--- src/rtl/mpi_link_arbiter_if.sv ---
// Requester-side and MPI-send-side bundle of the link arbiter.
// The arbiter takes the slave modport; the NoC/DPI glue takes the master modport.
interface mpi_link_arbiter_if #(
  parameter int NUM_PORTS = 3,
  parameter int DATA_W    = 64
);
  localparam int PW = $clog2(NUM_PORTS);

  logic [NUM_PORTS-1:0]        req_valid_i;
  logic [NUM_PORTS*DATA_W-1:0] req_data_i;
  logic [NUM_PORTS-1:0]        req_ready_o;
  logic [NUM_PORTS-1:0]        yummy_i;
  logic                        send_valid_o;
  logic [DATA_W-1:0]           send_data_o;
  logic [PW-1:0]               send_port_o;

  modport master (
    output req_valid_i, req_data_i, yummy_i,
    input  req_ready_o, send_valid_o, send_data_o, send_port_o
  );

  modport slave (
    input  req_valid_i, req_data_i, yummy_i,
    output req_ready_o, send_valid_o, send_data_o, send_port_o
  );
endinterface

--- src/rtl/mpi_link_arbiter.sv ---
// Round-robin arbiter sharing one MPI send channel among NUM_PORTS requesters, with
// per-port yummy credits and an idle/run/drain/done lifecycle. Optional MPI_LINK_ARB_ERR_EN adds err_o/err_port_o.

// Per-port credit counter: grant consumes, yummy returns, saturating at CREDITS.
module mpi_link_arbiter_credit #(
  parameter int CREDITS = 4
) (
  input  logic       clk_i,
  input  logic       rst_i,
  input  logic       take_i,
  input  logic       give_i,
  output logic [3:0] credit_o,
  output logic       full_o,
  output logic       nz_o
);
  localparam logic [3:0] MAX = 4'(CREDITS);

  always_ff @(posedge clk_i or posedge rst_i) begin
    if (rst_i)
      credit_o <= MAX;
    else if (take_i && !give_i)
      credit_o <= credit_o - 4'd1;
    else if (give_i && !take_i && credit_o != MAX)
      credit_o <= credit_o + 4'd1;
  end

  assign full_o = (credit_o == MAX);
  assign nz_o   = (credit_o != 4'd0);
endmodule

module mpi_link_arbiter #(
  parameter int NUM_PORTS = 3,
  parameter int DATA_W    = 64,
  parameter int CREDITS   = 4
) (
  input  logic                  clk_i,
  input  logic                  rst_i,
  input  logic                  start_i,
  input  logic                  finalize_i,
  mpi_link_arbiter_if.slave     lnk,
  output logic [1:0]            state_o,
  output logic                  done_o
`ifdef MPI_LINK_ARB_ERR_EN
  ,
  output logic                  err_o,
  output logic [$clog2(NUM_PORTS)-1:0] err_port_o
`endif
);
  localparam int PW = $clog2(NUM_PORTS);

  typedef enum logic [1:0] {IDLE = 2'd0, RUN = 2'd1, DRAIN = 2'd2, DONE = 2'd3} state_e;

  state_e               state_q, state_d;
  logic                 grant_en, yummy_en;
  logic [PW-1:0]        ptr_q;
  logic [NUM_PORTS-1:0] elig, grant, yummy_act, cred_full, cred_nz;
  logic [PW-1:0]        gnt_idx;
  logic                 gnt_any;
  logic [NUM_PORTS-1:0][3:0] credit;

  // ---------------- FSM ----------------
  always_ff @(posedge clk_i or posedge rst_i) begin
    if (rst_i) state_q <= IDLE;
    else       state_q <= state_d;
  end

  always_comb begin
    state_d = state_q;
    unique case (state_q)
      IDLE:  if (finalize_i) state_d = DONE;
             else if (start_i) state_d = RUN;
      RUN:   if (finalize_i) state_d = DRAIN;
      DRAIN: if (&cred_full && !lnk.send_valid_o) state_d = DONE;
      DONE:  state_d = DONE;
      default: state_d = IDLE;
    endcase
  end

  always_comb begin
    grant_en = (state_q == RUN);
    yummy_en = (state_q != IDLE);
    done_o   = (state_q == DONE);
    state_o  = state_q;
  end

  // ---------------- credits ----------------
  assign yummy_act = lnk.yummy_i & {NUM_PORTS{yummy_en}};

  for (genvar p = 0; p < NUM_PORTS; p++) begin : g_cred
    mpi_link_arbiter_credit #(.CREDITS(CREDITS)) u_cred (
      .clk_i    (clk_i),
      .rst_i    (rst_i),
      .take_i   (grant[p]),
      .give_i   (yummy_act[p]),
      .credit_o (credit[p]),
      .full_o   (cred_full[p]),
      .nz_o     (cred_nz[p])
    );
  end

  // ---------------- round-robin pick ----------------
  assign elig = lnk.req_valid_i & cred_nz & {NUM_PORTS{grant_en}};

  always_comb begin
    int idx;
    idx     = 0;
    grant   = '0;
    gnt_idx = '0;
    gnt_any = 1'b0;
    for (int i = 0; i < NUM_PORTS; i++) begin
      idx = int'(ptr_q) + i;
      if (idx >= NUM_PORTS) idx = idx - NUM_PORTS;
      if (!gnt_any && elig[idx]) begin
        gnt_any    = 1'b1;
        gnt_idx    = PW'(idx);
        grant[idx] = 1'b1;
      end
    end
  end

  assign lnk.req_ready_o = grant;

  always_ff @(posedge clk_i or posedge rst_i) begin
    if (rst_i)
      ptr_q <= '0;
    else if (gnt_any)
      ptr_q <= (gnt_idx == PW'(NUM_PORTS - 1)) ? '0 : gnt_idx + 1'b1;
  end

  // ---------------- registered send stage ----------------
  always_ff @(posedge clk_i or posedge rst_i) begin
    if (rst_i) begin
      lnk.send_valid_o <= 1'b0;
      lnk.send_data_o  <= '0;
      lnk.send_port_o  <= '0;
    end else begin
      lnk.send_valid_o <= gnt_any;
      if (gnt_any) begin
        lnk.send_data_o <= lnk.req_data_i[int'(gnt_idx)*DATA_W +: DATA_W];
        lnk.send_port_o <= gnt_idx;
      end
    end
  end

`ifdef MPI_LINK_ARB_ERR_EN
  // A requester must hold valid until granted; a yummy on a full counter is a protocol slip.
  logic [NUM_PORTS-1:0] valid_q, ready_q, drop, ovf, off;
  logic [PW-1:0]        off_idx;

  always_ff @(posedge clk_i or posedge rst_i) begin
    if (rst_i) begin
      valid_q <= '0;
      ready_q <= '0;
    end else begin
      valid_q <= lnk.req_valid_i;
      ready_q <= grant;
    end
  end

  assign drop = valid_q & ~ready_q & ~lnk.req_valid_i;
  assign ovf  = yummy_act & ~grant & cred_full;
  assign off  = drop | ovf;

  always_comb begin
    off_idx = '0;
    for (int i = NUM_PORTS - 1; i >= 0; i--)
      if (off[i]) off_idx = PW'(i);
  end

  always_ff @(posedge clk_i or posedge rst_i) begin
    if (rst_i) begin
      err_o      <= 1'b0;
      err_port_o <= '0;
    end else if (!err_o && |off) begin
      err_o      <= 1'b1;
      err_port_o <= off_idx;
    end
  end
`endif
endmodule

--- src/flat_wrapper.sv ---
// flat-port wrapper written by rule: the top's interface ports become plain ports
module mpi_link_arbiter_flat 
#(
  parameter int NUM_PORTS = 3,
  parameter int DATA_W    = 64,
  parameter int CREDITS   = 4
)
  (clk_i, rst_i, start_i, finalize_i, state_o, done_o, lnk_req_valid_i, lnk_req_data_i, lnk_yummy_i, lnk_req_ready_o, lnk_send_valid_o, lnk_send_data_o, lnk_send_port_o);
  mpi_link_arbiter_if #(.NUM_PORTS(NUM_PORTS), .DATA_W(DATA_W)) lnk_i ();
  input  logic clk_i;
  input  logic rst_i;
  input  logic start_i;
  input  logic finalize_i;
  output logic [1:0] state_o;
  output logic done_o;
  input wire logic [$bits(lnk_i.req_valid_i)-1:0] lnk_req_valid_i;
  input wire logic [$bits(lnk_i.req_data_i)-1:0] lnk_req_data_i;
  input wire logic [$bits(lnk_i.yummy_i)-1:0] lnk_yummy_i;
  output wire logic [$bits(lnk_i.req_ready_o)-1:0] lnk_req_ready_o;
  output wire logic [$bits(lnk_i.send_valid_o)-1:0] lnk_send_valid_o;
  output wire logic [$bits(lnk_i.send_data_o)-1:0] lnk_send_data_o;
  output wire logic [$bits(lnk_i.send_port_o)-1:0] lnk_send_port_o;
  assign lnk_i.req_valid_i = lnk_req_valid_i;
  assign lnk_i.req_data_i = lnk_req_data_i;
  assign lnk_i.yummy_i = lnk_yummy_i;
  assign lnk_req_ready_o = lnk_i.req_ready_o;
  assign lnk_send_valid_o = lnk_i.send_valid_o;
  assign lnk_send_data_o = lnk_i.send_data_o;
  assign lnk_send_port_o = lnk_i.send_port_o;
  mpi_link_arbiter #(.NUM_PORTS(NUM_PORTS), .DATA_W(DATA_W), .CREDITS(CREDITS)) u_core (.clk_i(clk_i), .rst_i(rst_i), .start_i(start_i), .finalize_i(finalize_i), .lnk(lnk_i), .state_o(state_o), .done_o(done_o));
endmodule
--- config.mk ---
export PLATFORM = sky130hd
export DESIGN_NAME = mpi_link_arbiter_flat
export DESIGN_NICKNAME = d
export VERILOG_FILES = /design/src/rtl/mpi_link_arbiter_if.sv /design/src/rtl/mpi_link_arbiter.sv /design/src/flat_wrapper.sv
export SDC_FILE = /design/constraint.sdc
export NUM_CORES = 1
export LEC_CHECK = 0
export ABC_AREA = 1
export CORE_MARGIN = 2
export CORE_UTILIZATION = 45
export CTS_BUF_LIST = sky130_fd_sc_hd__clkbuf_4 sky130_fd_sc_hd__clkbuf_8 sky130_fd_sc_hd__clkbuf_16
export CTS_CLUSTER_SIZE = 25
export DETAILED_ROUTE_END_ITERATION = 7
export DONT_BUFFER_PORTS = 1
export HOLD_SLACK_MARGIN = 0.1
export PLACE_DENSITY = 0.73
export SETUP_SLACK_MARGIN = 0.02
export SLEW_MARGIN = 20
export SYNTH_ARGS = -nofsm -noshare
export SYNTH_HDL_FRONTEND = slang
export SYNTH_HIERARCHICAL = 1
export SYNTH_SLANG_ARGS = --single-unit
--- constraint.sdc ---
create_clock -name clk_i -period 2.7 [get_ports clk_i]
set_clock_uncertainty 0.05 [all_clocks]
set_input_delay 0.54 -clock clk_i [delete_from_list [all_inputs] [get_ports clk_i]]
set_output_delay 0.54 -clock clk_i [all_outputs]
set_load 0.02 [all_outputs]
# Word level (Yosys, flattened, before mapping)
# Index checks and enable logic that the tools add are counted.
# op_classes
bitwise_logic	5
n_lt_le_gt_ge	9
n_eq_ne	13
muxes	39
shifts	1
n_reduce_logical	34
add_sub_neg	12
# op_table
op	n
$shiftx 192x9->64	1
$ge 32x1->1 const B	3
$lt 32x4->1 const B	3
$mux 32	3
$ge 32x3->1 const B	2
$sub 32x3->32 const B	2
$mux 4	6
$mux 2	8
$logic_and 1x1->1	15
$add 4x1->4 const B	3
$eq 4x3->1 const B	3
$mux 1	12
$ne 4x3->1 const B	3
$reduce_bool 4->1	3
$sub 4x1->4 const B	3
$and 3x3->3	3
$logic_not 1->1	9
$mux 3	3
$pmux 2 s4	1
$reduce_bool 2->1	4
$bmux 1 s2	3
$demux 1 s2	3
$eq 2x2->1 const B	3
$or 3x3->3	2
other kinds (11)	12
# totals
inputBits	202
wordCells	121
reg_bits	83
output_inout_bits	73

# Logic depth before layout (Yosys ltp)
# Gate-level depths: netlist (run 1).
# logic_depth
ltp_word	18
depth_mapped	22

# Hierarchy
# The synthesis (run 1) kept the hierarchy.
# modules_own_cells
mod	seq_area_each_um2	instances	cells_each	area_each_um2
mpi_link_arbiter	1776.7	1	654	4733.3
mpi_link_arbiter_credit	101.3	3	48	321.6

# Worst setup path after synthesis (run 1)
# No wires, ideal clock.
# synth_path
path_type	reg-to-reg
start	reg u_core.ptr_q[0]
end	reg u_core.g_cred[2].u_cred.credit_o[2]
stages_incl_launch_ff	22
setup_slack_ns	-0.279
path_buffers	2
t_arrival_ns	2.856
t_required_ns	2.577
path_cell_list	dfrtp_1 -> inv_1 -> ha_1 -> inv_2 -> nand3_1 -> nand3_2 -> nand2_2 -> nand2_4 -> inv_2 -> nand3_2 -> buf_4 -> buf_2 -> nand3_1 -> nand2_2 -> nand2_1 -> nand2_1 -> inv_2 -> ha_1 -> inv_1 -> nand2_1 -> xor2_1 -> a21oi_1
# synth_via
elab_chain_cells	16
# synth_rtl
item	line	rtl
from (decl)	mpi_link_arbiter.sv:55	logic [PW-1:0] ptr_q;
from (signal assigned)	mpi_link_arbiter.sv:127	ptr_q <= (gnt_idx == PW'(NUM_PORTS - 1)) ? '0 : gnt_idx + 1'b1;
parallel branches: the longest is 11 deep, another holds $sub 32x3->32	n/a	
$mux 3 *	mpi_link_arbiter.sv:113	if (!gnt_any && elig[idx]) begin
via lnk_req_ready_o[2]	flat_wrapper.sv:19	output wire logic [$bits(lnk_i.req_ready_o)-1:0] lnk_req_ready_o;
$logic_not 1->1	mpi_link_arbiter.sv:23	else if (give_i && !take_i && credit_o != MAX)
$logic_and 1x1->1 (2 in a row)	mpi_link_arbiter.sv:23	
$reduce_bool 2->1 (no line)	n/a	
to (signal assigned)	mpi_link_arbiter.sv:22	credit_o <= credit_o - 4'd1;
to (signal assigned)	mpi_link_arbiter.sv:24	credit_o <= credit_o + 4'd1;
to (decl)	mpi_link_arbiter.sv:12	output logic [3:0] credit_o,
# Mark *: on every way through the listed nets, which the timed path passes. The select of a mux whose other input is x is not followed.
# A chain may end at the register's enable or synchronous reset.

# Worst setup path in the final report (run 1)
# layout_path
start	reg u_core.g_cred[0].u_cred.credit_o[2]
end	out lnk_req_ready_o[2]
# layout_via
elab_chain_cells	13
# layout_rtl
item	line	rtl
from (decl)	mpi_link_arbiter.sv:12	
from (signal assigned)	mpi_link_arbiter.sv:22	
from (signal assigned)	mpi_link_arbiter.sv:24	
$reduce_bool 4->1 *	mpi_link_arbiter.sv:28	assign nz_o = (credit_o != 4'd0);
via u_core.cred_nz[0]	mpi_link_arbiter.sv:56	logic [NUM_PORTS-1:0] elig, grant, yummy_act, cred_full, cred_nz;
$and 3x3->3 * (2 in a row)	mpi_link_arbiter.sv:102	assign elig = lnk.req_valid_i & cred_nz & {NUM_PORTS{grant_en}};
$bmux 1 s2	mpi_link_arbiter.sv:113	
$mux 1 (implied by the code) (2 in a row)	mpi_link_arbiter.sv:113	
$mux 1	mpi_link_arbiter.sv:113	
$logic_not 1->1	mpi_link_arbiter.sv:113	
$logic_and 1x1->1	mpi_link_arbiter.sv:113	
$mux 1	mpi_link_arbiter.sv:113	
$logic_not 1->1	mpi_link_arbiter.sv:113	
$logic_and 1x1->1	mpi_link_arbiter.sv:113	
$mux 3 *	mpi_link_arbiter.sv:113	
to (decl)	flat_wrapper.sv:19	
# Mark *: on every way through the listed nets, which the timed path passes. The rest lies on a longest branch. The select of a mux whose other input is x is not followed.

==> impl_metrics.csv, run 1 <==
group,metric,value,unit
sta,worst_slack,84.9,ps
critical_path,critical_path_buf_inv_count,4,
synth,yosys.area.top_type,"dfrtp_1",
pwr,pwr-share-clk,34.9,%
synth,synth_flop_cell,"dfrtp_1",
critical_path,slowest_stage,"dfstp_2",
finish,fin_nets,1013,
place,routabilityCongestion,0.894,
place,port_buffers,0,
synth,ys_async_sr_fraction,100,%
clocking,cts_buffers,9,
sta,worst_pin_slew,633,ps
grt,grt-ovfl-total,0,
clocking,clock-sinks,83,
clocking,cts-root-buf,"clkbuf_16",
pwr,switching_share,32.1,%
sta,fmax,382,MHz
critical_path,path_cells,"inv_2, nand3_1, nand2_2, inv_2, nand3_2, nand3_2, nand2_4, buf_4, nand3_1, nand3_4, buf_4",
place,place_ws,109,ps
synth,synth.top_cell.area_share,35.1,%
floorplan,die_w,117,microns
clocking,cts_tree,"yes",
sta,fin_crit,2620,ps
pwr,total_leakage_power,3.31,nW
floorplan,rows,41,
sta,hold_ws,277,ps
floorplan,ioPinCount,275,
critical_path,critPathRequiredTime,2110,ps
critical_path,r2r_start,"u_core/g_cred[0].u_cred/credit_o[2]",
synth,synth-adder-area-share,1.54,%
sta,finalSetupViolations,0,
route,wl_per_cell,16.7,microns
pwr,seqPwrFrac,43.3,%
grt,grt_max_degree,57,
clocking,path_clk_slew,70,ps
synth,synth_simple_gate_area_share,39.1,%
synth,synth_nets,1007,
critical_path,crit_start,"u_core/g_cred[0].u_cred/credit_o[2]",
floorplan,start_util,45.7,%
pwr,cellPowerDensity,571,nW/um^2
synth,yosys_warnings,6,
grt,grt_use_total,22.7,%
finish,num_antenna_cells,0,
synth,synth_compound_area_share,11.0,%
critical_path,cp_max_fo,6,
synth,synth_edf_count,0,
synth,synth-xor-area-share,1.38,%
critical_path,critPathTopFamily,"simple AND/OR/NAND/NOR gates",
route,routed_wl,16300,microns
clocking,cts_max_level,3,
sta,relSlewSlack,57.8,%
finish,drive_above_1_share,17.4,%
critical_path,crit_path_end_kind,"primary output",
route,vias,5136,
place,dp_hpwl,11700,microns
synth,postSynthAreaPerCell,7.14,sq um
synth,netlist_instances,798,
pwr,ir_drop,0.291,mV
critical_path,cp.arrival,2030,ps
critical_path,crit_type,"reg -> out",
synth,yosys-top-cells-area,"dfrtp_1 35%, nand2_1 22%, nand3_1 7.6%",
flow_run,cap_violations,0,
route,drtIter0Drc,327,
grt,grt_antenna_before_repair,0,
grt,grt_pass1_wl,23600,microns
sta,finalSetupTns,0,ps
synth,ys_seq_elements,83,
place,dp.cells,953,
sta,rsz0062_at_grt,"yes",
route,drtPass1Iterations,5,
sta,finalCritPeriodShare,96.9,%
route,antenna_left,0,
route,drc,0,
floorplan,die_h,117,microns
finish,layoutNonFillerInstCount,981,
outcome,status,"complete, no violations",
synth,synth_top_family_by_area,"simple AND/OR/NAND/NOR gates",
clocking,clock_latency,340,ps
critical_path,critPathMaxStageDelay,540,ps
sta,slew_viol_final,0,
pwr,p_sw,1.17,mW
synth,synthMuxAreaShare,0,%
critical_path,cp-start-kind,"register",
sta,hold_viol,0,
pwr,power_frac_comb,21.8,%
finish,area.growth.synth_to_final,12.2,%
synth,synth_most_common_cell,"nand2_1",
floorplan,core_area,12500,sq um
synth,ys_seq_area_share,36.5,%
synth,synth_common_cells,"333 x nand2_1, 86 x nand3_1, 80 x dfrtp_1, 61 x inv_1, 57 x a21boi_1",
min_path,hold_path_class,"in -> reg",
synth,synthesis.area,5700,sq um
pwr,internal_power,2.48,mW
route,viasPerCell,5.24,
min_path,hold_start,"lnk_req_data_i[87]",
clocking,clockBufferDepth,2,
grt,grt_pass1_vias,4661,
pwr,total_power,3.65,mW
synth,synth_cell_types,30,
floorplan,dieArea,13600,sq um
[kinds of logic (layout without fill, tap and decap cells)]
kind of cell,count (synthesis),after routing
AOI/OAI and AO/OA,86,86
xor gates and xnor gates,9,9
adders and majority gates,7,7
buffers and inverters,116,127
DFF,83,83
and+or+nand+nor,497,497
[cells in the final DEF, fill, tap and decap left out, types with 9 or more instances in the layout]
cell type  instances
nand2_1          320
nand3_1           80
dfrtp_1           78
a21boi_1          57
inv_1             55
buf_4             30
nand2_2           26
nand3b_1          23
nand3_2           17
nor2_1            16
inv_2             15
clkbuf_16          9
[routing by layer]
layer,vias up,GRT usage (%),part of all wire [%]
met2,212,37.2,48
met4,0,8.97,2.0
met3,21,4.88,7.1
li1,2531,-,-
met5,-,0,0
met1,2372,29.3,43
[layout make-up]
| cell class | instances | area [sq um] |
|---|---|---|
| Clock buffer | 11 | 246 |
| Clock inverter | 5 | 61.3 |
| Sequential cell | 83 | 2080 |
| Timing Repair Buffer | 37 | 347 |
| Multi-Input combinational cell | 599 | 3160 |
| Inverter | 74 | 287 |
| Fill cell | 1219 | 6070 |
| Tap cell | 172 | 215 |
[power by group through the flow]
stage               Clock (mW)  Sequential, mW  Combinational (mW)
floorplan                    0            1.57               0.590
global placement             0            1.58               0.723
detailed placement           0            1.59               0.744
CTS                       1.30            1.57               0.754
global route              1.36            1.60               0.909
finish                    1.27            1.58               0.795
[worst paths after layout]
path                                                       end  slack [ps]  cells after the start
min in group asynchronous  u_core/g_cred[1].u_cred/credit_o[3]         590                      2
min reg2reg                u_core/g_cred[1].u_cred/credit_o[3]         510                      2
min                                 u_core/lnk.send_data_o[23]         280                      2
max in group asynchronous           u_core/lnk.send_data_o[22]        1240                      3
max reg2reg                u_core/g_cred[0].u_cred/credit_o[3]         170                     19
max                                         lnk_req_ready_o[2]          80                     11
[through the flow]
stage / util [%] / area (sq um)
detailed placement: 47.2 / 5880
floorplan: - / 5730
finish: 51.3 / 6390
CTS: 50.1 / 6250
global route: 51.3 / 6390
global placement: 47.2 / 5880
[flip-flops by register name (all words and copies together) (netlist names)]
register	cells
u_core/state_o	2
u_core/lnk.send_port_o	2
u_core/lnk.send_data_o	64
u_core/ptr_q	2
u_core/lnk.send_valid_o	1
u_core/g_cred.u_cred/credit_o	12
[what timing repair did]
action	in CTS	in global routing
gates resized for setup	5	31
endpoints found under the setup margin	3	9
setup buffers	3	8
hold endpoints to repair	10	0
pin swaps	1	16
hold buffers	1	0
[worst register-to-register path, stage by stage, from the launching register on]
cell	delay (ps)
dfstp_2	540
inv_2	60
nand3_1	90
nand2_2	80
o21ai_1	140
o21ai_1	130
a21boi_4	200
nand3_1	90
o211ai_1	120
buf_4	190
nand2_2	60
buf_4	160
nand2_2	70
nand2_2	80
nor2_2	100
nand2_1	50
nand3_1	60
nand2_1	50
nand2_1	50
nand2_1	50
Power figures use the tool's default switching activity.
==> run 2: changes to the inputs <==
--- a/config.mk
+++ b/config.mk
@@ -13,9 +13,9 @@
 export DETAILED_ROUTE_END_ITERATION = 7
 export DONT_BUFFER_PORTS = 1
 export HOLD_SLACK_MARGIN = 0.1
-export PLACE_DENSITY = 0.73
+export PLACE_DENSITY_LB_ADDON = 0.15
 export SETUP_SLACK_MARGIN = 0.02
-export SLEW_MARGIN = 20
+export SLEW_MARGIN = 15
 export SYNTH_ARGS = -nofsm -noshare
 export SYNTH_HDL_FRONTEND = slang
 export SYNTH_HIERARCHICAL = 1
==> impl_metrics.csv, run 2 (synthesis results as in run 1) <==
group,metric,value,unit
route,wl_per_cell,17.2,microns
clocking,clock-sinks,83,
sta,finalSetupViolations,0,
clocking,path_clk_slew,60,ps
route,viasPerCell,5.29,
grt,grt_pass1_vias,4767,
grt,grt_pass1_wl,24500,microns
grt,grt_antenna_before_repair,0,
pwr,ir_drop,0.321,mV
critical_path,cp-start-kind,"register",
sta,fmax,374,MHz
pwr,power_frac_comb,22.3,%
route,vias,5197,
critical_path,cp_max_fo,4,
pwr,switching_share,32.1,%
place,port_buffers,0,
grt,grt_max_degree,57,
critical_path,crit_type,"reg -> out",
sta,hold_viol,0,
floorplan,core_area,12500,sq um
critical_path,r2r_start,"u_core/g_cred[2].u_cred/credit_o[2]",
grt,grt_use_total,23.5,%
critical_path,crit_path_end_kind,"primary output",
critical_path,crit_start,"u_core/g_cred[2].u_cred/credit_o[2]",
outcome,status,"complete, no violations",
pwr,internal_power,2.51,mW
floorplan,start_util,45.7,%
place,routabilityCongestion,0.864,
place,dp_hpwl,11900,microns
critical_path,cp.arrival,2080,ps
critical_path,critPathRequiredTime,2110,ps
clocking,cts_buffers,9,
pwr,p_sw,1.19,mW
clocking,clockBufferDepth,2,
finish,top_regs,"u_core/lnk.send_data_o x64, u_core/g_cred.u_cred/credit_o x12",
finish,drive_above_1_share,18.1,%
clocking,cts_tree,"yes",
pwr,pwr-share-clk,34.8,%
place,dp.cells,949,
finish,num_antenna_cells,0,
finish,largest_register_ffs,64,
floorplan,die_h,117,microns
route,routed_wl,16900,microns
clocking,cts_max_level,3,
finish,stdcell_area,6450,sq um
flow_run,cap_violations,0,
grt,grt-ovfl-total,0,
route,drtIter0Drc,383,
clocking,clock_latency,340,ps
sta,relSlewSlack,57.7,%
floorplan,dieArea,13600,sq um
pwr,cellPowerDensity,573,nW/um^2
finish,area.growth.synth_to_final,13.2,%
route,drtPass1Iterations,5,
sta,worst_pin_slew,634,ps
finish,most-common-layout-cells,"317 x nand2_1, 79 x dfrtp_1, 77 x nand3_1",
clocking,cts-root-buf,"clkbuf_16",
floorplan,rows,41,
floorplan,die_w,117,microns
finish,largest-register,"u_core/lnk.send_data_o",
place,placedInstanceArea,5870,sq um
finish,fin_nets,1015,
sta,slew_viol_final,0,
min_path,hold_path_class,"in -> async",
sta,fin_crit,2670,ps
floorplan,ioPinCount,275,
finish,layoutNonFillerInstCount,983,
route,antenna_left,0,
pwr,seqPwrFrac,42.9,%
pwr,total_leakage_power,3.34,nW
route,drc,0,
sta,finalCritPeriodShare,99.0,%
sta,rsz0062_at_grt,"yes",
finish,final_common_cell,"nand2_1",
sta,hold_ws,91.0,ps
-- run 2: changes by cell type in the layout (fill, tap and decap cells not counted), moves of 2 or more --
| cell | change |
|---|---|
| nand2_2 | +2 |
| nand3_2 | +2 |
| clkbuf_4 | +2 |
| nand2_1 | -3 |
| nand3_1 | -3 |
| clkinvlp_4 | -2 |
-- run 2: worst max-delay path: stages (launching register included) --
cell      delay (ps)
dfstp_2          550
inv_4             50
nand3_2           70
nand2_2           80
nor2_4           170
nand2_2           90
nand2_2          110
a21boi_4         230
nand3_1          140
nand2_4          120
buf_6            130
-- run 2: per-stage QoR --
step	setup WS (ps)	power, mW	util, %	TNS (ps)
detailed placement	80.0	2.33	47.1	0
global placement	195	2.30	47.1	0
CTS	-5.37	3.64	49.8	-5.37
global route	-63.0	3.91	51.7	-245
floorplan	16.1	2.16	-	0
finish	26.4	3.69	51.7	0
-- run 2: area by class of cell --
class / instances / area (sq um)
Fill cell: 1235 / 6020
Multi-Input combinational cell: 599 / 3180
Sequential cell: 83 / 2080
Timing Repair Buffer: 39 / 374
Inverter: 74 / 287
Clock buffer: 13 / 262
Tap cell: 172 / 215
Clock inverter: 3 / 46.3
-- run 2: final timing paths --
| kind | cells past startpoint | to | slack, ps |
|---|---|---|---|
| min reg2reg | 2 | u_core/g_cred[0].u_cred/credit_o[3] | 500 |
| max | 10 | lnk_req_ready_o[1] | 30 |
| max in group asynchronous | 2 | u_core/g_cred[0].u_cred/credit_o[2] | 1790 |
| max reg2reg | 21 | u_core/g_cred[2].u_cred/credit_o[2] | 100 |
| min | 1 | u_core/lnk.send_data_o[56] | 90 |
| min in group clk_i | 2 | u_core/lnk.send_data_o[30] | 270 |
-- run 2: repair_timing --
item                                   CTS  global route
gates resized for setup                  3            37
pin swaps                                3            17
hold buffers                             1             0
setup endpoints to repair                3            29
endpoints found under the hold margin    9             0
buffers inserted                         2            15
-- run 2: routing by layer --
layer | wire length, microns | GRT usage [%] | up-vias
li1 | - | - | 2535
met1 | 6830 | 29.3 | 2411
met2 | 8370 | 39.9 | 229
met3 | 1300 | 5.29 | 22
met4 | 385 | 8.81 | 0
met5 | 0 | 0 | -
-- run 2: power groups by stage --
stage	clock network [mW]	registers, mW	logic [mW]
6_report	1.28	1.58	0.824
5_1_grt	1.37	1.60	0.937
4_1_cts	1.32	1.58	0.736
3_5_place_dp	0	1.60	0.726
3_3_place_gp	0	1.60	0.701
2_1_floorplan	0	1.57	0.590
